## src/rtl/alu_cmd_pkg.sv

```systemverilog
// Shared types and widths for the ALU command issue stage.
package alu_cmd_pkg;

    localparam int unsigned DW  = 8;
    localparam int unsigned OPW = 3;

    // One buffered command: operands, opcode and drain request.
    typedef struct packed {
        logic [DW-1:0]  ain;
        logic [DW-1:0]  bin;
        logic [OPW-1:0] opcode;
        logic           barrier;
    } cmd_t;

    typedef enum logic {
        RUN   = 1'b0,
        DRAIN = 1'b1
    } issue_state_t;

endpackage

```

## src/rtl/alu_cmd_fifo.sv

```systemverilog
// Small synchronous command FIFO; head is the oldest entry, valid while not empty.
module alu_cmd_fifo
    import alu_cmd_pkg::*;
#(
    parameter int unsigned DEPTH = 4
) (
    input  logic                       clk,
    input  logic                       rst,
    input  logic                       push,
    input  cmd_t                       push_data,
    input  logic                       pop,
    output cmd_t                       head,
    output logic [$clog2(DEPTH+1)-1:0] count,
    output logic                       full,
    output logic                       empty
);

    localparam int unsigned PW = $clog2(DEPTH);
    localparam int unsigned CW = $clog2(DEPTH + 1);

    cmd_t          mem [DEPTH];
    logic [PW-1:0] wr_ptr;
    logic [PW-1:0] rd_ptr;
    logic          do_push;
    logic          do_pop;

    assign full    = (count == CW'(DEPTH));
    assign empty   = (count == '0);
    assign do_push = push && !full;
    assign do_pop  = pop && !empty;
    assign head    = mem[rd_ptr];

    // Storage array; no reset needed since occupancy guards every read.
    always_ff @(posedge clk) begin
        if (do_push) begin
            mem[wr_ptr] <= push_data;
        end
    end

    // Pointers wrap naturally because DEPTH is a power of two.
    always_ff @(posedge clk or posedge rst) begin
        if (rst) begin
            wr_ptr <= '0;
            rd_ptr <= '0;
            count  <= '0;
        end else begin
            if (do_push) begin
                wr_ptr <= wr_ptr + PW'(1);
            end
            if (do_pop) begin
                rd_ptr <= rd_ptr + PW'(1);
            end
            case ({do_push, do_pop})
                2'b10:   count <= count + CW'(1);
                2'b01:   count <= count - CW'(1);
                default: count <= count;
            endcase
        end
    end

endmodule

```

## src/rtl/alu_cmd_issue.sv

```systemverilog
// Command issue stage feeding the ALU: buffers commands, issues one per cycle,
// honours stall and inserts drain cycles after barrier commands.
module alu_cmd_issue
    import alu_cmd_pkg::*;
#(
    parameter int unsigned DEPTH        = 4,
    parameter int unsigned DRAIN_CYCLES = 2
) (
    input  logic                       clk,
    input  logic                       rst,
    input  logic                       cmd_valid,
    output logic                       cmd_ready,
    input  logic [DW-1:0]              cmd_ain,
    input  logic [DW-1:0]              cmd_bin,
    input  logic [OPW-1:0]             cmd_opcode,
    input  logic                       cmd_barrier,
    input  logic                       stall,
    output logic [DW-1:0]              ain,
    output logic [DW-1:0]              bin,
    output logic [OPW-1:0]             opcode,
    output logic                       issue,
    output logic [$clog2(DEPTH+1)-1:0] count,
    output logic                       busy
);

    localparam int unsigned DCW = (DRAIN_CYCLES > 0) ? $clog2(DRAIN_CYCLES + 1) : 1;

    cmd_t           push_data;
    cmd_t           head;
    logic           full;
    logic           empty;
    logic           pop;
    issue_state_t   state;
    logic [DCW-1:0] drain_cnt;

    assign push_data = '{ain: cmd_ain, bin: cmd_bin, opcode: cmd_opcode, barrier: cmd_barrier};

    // Readiness depends only on occupancy, never on a same-cycle pop.
    assign cmd_ready = !full && !rst;
    assign pop       = !empty && !stall && (state == RUN);
    assign busy      = (count != '0) || (state == DRAIN) || issue;

    alu_cmd_fifo #(
        .DEPTH (DEPTH)
    ) u_fifo (
        .clk       (clk),
        .rst       (rst),
        .push      (cmd_valid && cmd_ready),
        .push_data (push_data),
        .pop       (pop),
        .head      (head),
        .count     (count),
        .full      (full),
        .empty     (empty)
    );

    // Issue FSM, drain counter and registered ALU-facing outputs.
    always_ff @(posedge clk or posedge rst) begin
        if (rst) begin
            state     <= RUN;
            drain_cnt <= '0;
            ain       <= '0;
            bin       <= '0;
            opcode    <= '0;
            issue     <= 1'b0;
        end else begin
            issue <= pop;
            if (pop) begin
                ain    <= head.ain;
                bin    <= head.bin;
                opcode <= head.opcode;
            end
            case (state)
                RUN: begin
                    if (pop && head.barrier && (DRAIN_CYCLES != 0)) begin
                        state     <= DRAIN;
                        drain_cnt <= DCW'(DRAIN_CYCLES);
                    end
                end
                DRAIN: begin
                    // Counts down regardless of stall; last drain cycle is when it reads 1.
                    drain_cnt <= drain_cnt - DCW'(1);
                    if (drain_cnt == DCW'(1)) begin
                        state <= RUN;
                    end
                end
                default: state <= RUN;
            endcase
        end
    end

endmodule

```

## config.mk

```make
export PLATFORM = sky130hd
export DESIGN_NAME = alu_cmd_issue
export DESIGN_NICKNAME = d
export VERILOG_FILES = /design/src/rtl/alu_cmd_pkg.sv /design/src/rtl/alu_cmd_fifo.sv /design/src/rtl/alu_cmd_issue.sv
export SDC_FILE = /design/constraint.sdc
export NUM_CORES = 1
export LEC_CHECK = 0
export ABC_AREA = 1
export CAP_MARGIN = 5
export CORE_ASPECT_RATIO = 2
export CORE_MARGIN = 2
export CORE_UTILIZATION = 45
export DETAILED_ROUTE_END_ITERATION = 8
export PLACE_DENSITY = 0.71
export SYNTH_ARGS = -nofsm -noshare
export SYNTH_HDL_FRONTEND = slang
export SYNTH_HIERARCHICAL = 1
export SYNTH_SLANG_ARGS = --single-unit
export TNS_END_PERCENT = 20
```

## constraint.sdc

```tcl
create_clock -name clk -period 6.7 [get_ports clk]
set_input_delay 0.67 -clock clk [delete_from_list [all_inputs] [get_ports clk]]
set_output_delay 0.67 -clock clk [all_outputs]
set_load 0.02 [all_outputs]
```

==> summary.txt <==
Timing
  – Fin crit period: 3020 ps
  – Final Hold Fails: 0
  – # setup viols final: 0
  – RSZ-0062 raised after global routing: false
  – Clock Skew: 8.76 ps
  – Tcrit/Tclk final: 0.451
  – Setup_tns: 0 ps
  – Max-slew headroom: 0.219
  – Fmax: 0.331 GHz
  – Worst Max-Slew Pin Slew: 1170 ps
  – Final slew viol count: 0

Die
  – Core box area: 0.0101 mm^2
  – Initial Util: 0.458
  – I/O Pins: 49
  – Die Ht: 147 um
  – Die area: 0.0111 mm^2
  – Die Wd: 75.6 um
  – Rows: 52

Detailed routing
  – Total number of vias: 2862
  – First-pass DRT Iterations: 4
  – DR iter-0 viols: 174
  – Routed wire length: 8.25 mm
  – WL per Instance: 14.1 um
  – Routed Antenna Nets: 0
  – DR vias/cell: 4.88
  – DR DRC count: 0

Logic synthesis
  – Yosys cell types: 24
  – Post-synth EDFFs: 80
  – Mapped Cells: 405
  – Syn Nets: 436
  – Area leader, netlist: edfxtp_1
  – Register area share after synthesis: 0.683
  – Largest cells by area after synthesis: edfxtp_1 (52%), dfrtp_1 (16%), nand2_1 (11%)
  – Synth Flop Type: edfxtp_1
  – Synth Register Bits: 110
  – Synth Cell Area: 0.00461 mm^2
  – Post-synthesis async set-or-reset flop share: 0.273
  – Synth warnings: 6
  – Synth Area per Inst: 11.4 um^2
  – Synth top area share: 0.521

CTS
  – CTS Sinks: 110
  – H-tree levels: 3
  – Max Buffers Root-to-Sink: 2
  – Num CTS Buffers: 9
  – CTS Hold Buffers Added: 0
  – Clk slew on worst S/H paths: 70 ps
  – Postcts setup bufs: 0
  – CTS-repair resized insts: 0
  – Latest clock arrival within the worst-skew pair: 340 ps
  – CTS tree: yes
  – Root buf cell: clkbuf_16

Final layout
  – Layout area overhead: 17.1%
  – Post-route cell area: 0.00540 mm^2
  – Fillers: 891
  – Area of the multi-input gates: 0.00107 mm^2
  – Fin nets: 479
  – Sequential Area: 0.00315 mm^2
  – Filler-free cell count of the finished design: 587
  – Layout cells sized above 1: 0.0597
  – # diodes: 0

Power
  – P per Cell Area: 420 mW/mm^2
  – Leakage power: 2.30 nW
  – Worst VDD drop: 0.206 mV

Setup path
  – Worst Path Required: 6930 ps
  – R2R depth: 15
  – Worst EP arrival: 3250 ps
  – CP most frequent cell: nand2_1
  – Crit. End Element: register
  – Critical path cell sequence: clkdlybuf4s50_1 -> nor2_2 -> nand2_2 -> inv_1 -> nand2_1 -> inv_1 -> ha_1 -> inv_1 -> fa_1 -> nand2_1 -> nand3_1 -> nand2_1 -> nand2_1
  – Worst path max stage delay: 570 ps
  – CP startpoint kind: input port
  – WS Path Type: in -> reg
  – Slowest cell on crit path: inv_1
  – Crit-path max FO: 23

Global routing
  – Initial antenna violation count: 0
  – First-pass GRT wire length: 13.4 mm
  – Largest net degree at the start of global routing: 82
  – Vias in the first global route: 2807
  – GRT Util Overall: 0.162
  – Gr ovfl total: 0

Min path
  – Hold depth: 2
  – Hold WC Path Type: reg -> reg

Place
  – Port buffer count: 48
  – Detailed placement HPWL: 5.73 mm
  – Placed inst area: 0.00512 mm^2
  – Dpl cells: 572
  – RD Place Congestion: 0.831

Run status
  – Status: finished clean

Flow run
  – Max_cap viols: 0
==> kinds of logic (layout without fill, tap and decap cells) <==
group	Yosys count	count (layout)	synth area share
simple gates	162	162	0.139
xor+xnor	1	1	0.00190
buf+inv	82	129	0.0860
flops	110	110	0.683
compound gates	43	43	0.0689
fa+ha+maj	7	7	0.0206
==> worst max-delay path, delay by kind of cell <==
family	cells	cell delay (ps)
AND/OR/NAND/NOR	7	850
buffers and inverters	4	1160
adder cells (fa/ha/maj)	2	560
==> cell usage in the layout (no fill, tap or decap), drive strengths merged, types with 6 or more instances in the layout <==
cell           instances
edfxtp                80
dfrtp                 30
nand2                140
nor2                   7
inv                   70
nand3                 10
clkbuf                 9
o211ai                40
clkdlybuf4s50         48
ha                     6
==> registers in the layout, indices dropped and copies added (netlist names) <==
signal         count
u_fifo/rd_ptr      2
bin                8
drain_cnt          2
u_fifo/count       3
ain                8
u_fifo/wr_ptr      2
state              1
u_fifo/mem        80
opcode             3
issue              1
==> synthesized netlist by cell type (3+ instances only) <==
cell type and count:
buf_6 5, dfrtp_1 30, inv_1 64, nand2_2 3, buf_2 4, nor2_1 6, ha_1 6, o211ai_1 40
edfxtp_1 80, nand3_1 10, nand2_1 137, buf_4 4
==> cell type report <==
cell class	instances	share of cell area
Multi-Input combinational cell	213	0.199
Clock inverter	6	0.00950
Inverter	66	0.0459
Sequential cell	110	0.584
Clock buffer	9	0.0417
Timing Repair Buffer	48	0.0890
Tap cell	135	0.0313
==> per-stage QoR <==
step / power [mW] / setup slack [ps] / utilization / hold slack [ps]
4_1_cts: 2.29 / 3690 / 0.536 / 489
3_3_place_gp: 1.77 / 3480 / 0.508 / 472
5_1_grt: 2.42 / 3330 / 0.536 / 504
2_1_floorplan: 1.55 / 4130 / - / 473
3_5_place_dp: 1.79 / 3340 / 0.508 / 472
6_report: 2.27 / 3680 / 0.536 / 484
==> per-layer routing <==
layer / part of all wire / vias to the layer above / wire length [um] / track usage
li1: - / 1415 / - / -
met4: 0.031 / 0 / 253 / 0.0781
met2: 0.56 / 62 / 4620 / 0.285
met5: 0 / - / 0 / 0
met3: 0.031 / 14 / 257 / 0.0254
met1: 0.38 / 1371 / 3120 / 0.183
==> report_power, final <==
| part | switching (mW) | internal, mW |
|---|---|---|
| logic | 0.491 | 0.305 |
| clock network | 0.236 | 0.256 |
| registers | 0.102 | 0.877 |
| total | 0.830 | 1.44 |
==> final timing paths <==
| check | startpoint | end | slack (ps) |
|---|---|---|---|
| hold / removal | bin[1] | bin[1] | 480 |
| setup / recovery | stall | u_fifo/count[2] | 3680 |
| max in group asynchronous | rst | bin[0] | 5240 |
| min in group asynchronous | rst | u_fifo/wr_ptr[1] | 660 |
| setup reg to reg | u_fifo/count[0] | u_fifo/count[2] | 3720 |
| hold reg to reg | bin[1] | bin[1] | 480 |
Power figures use the tool's default switching activity.
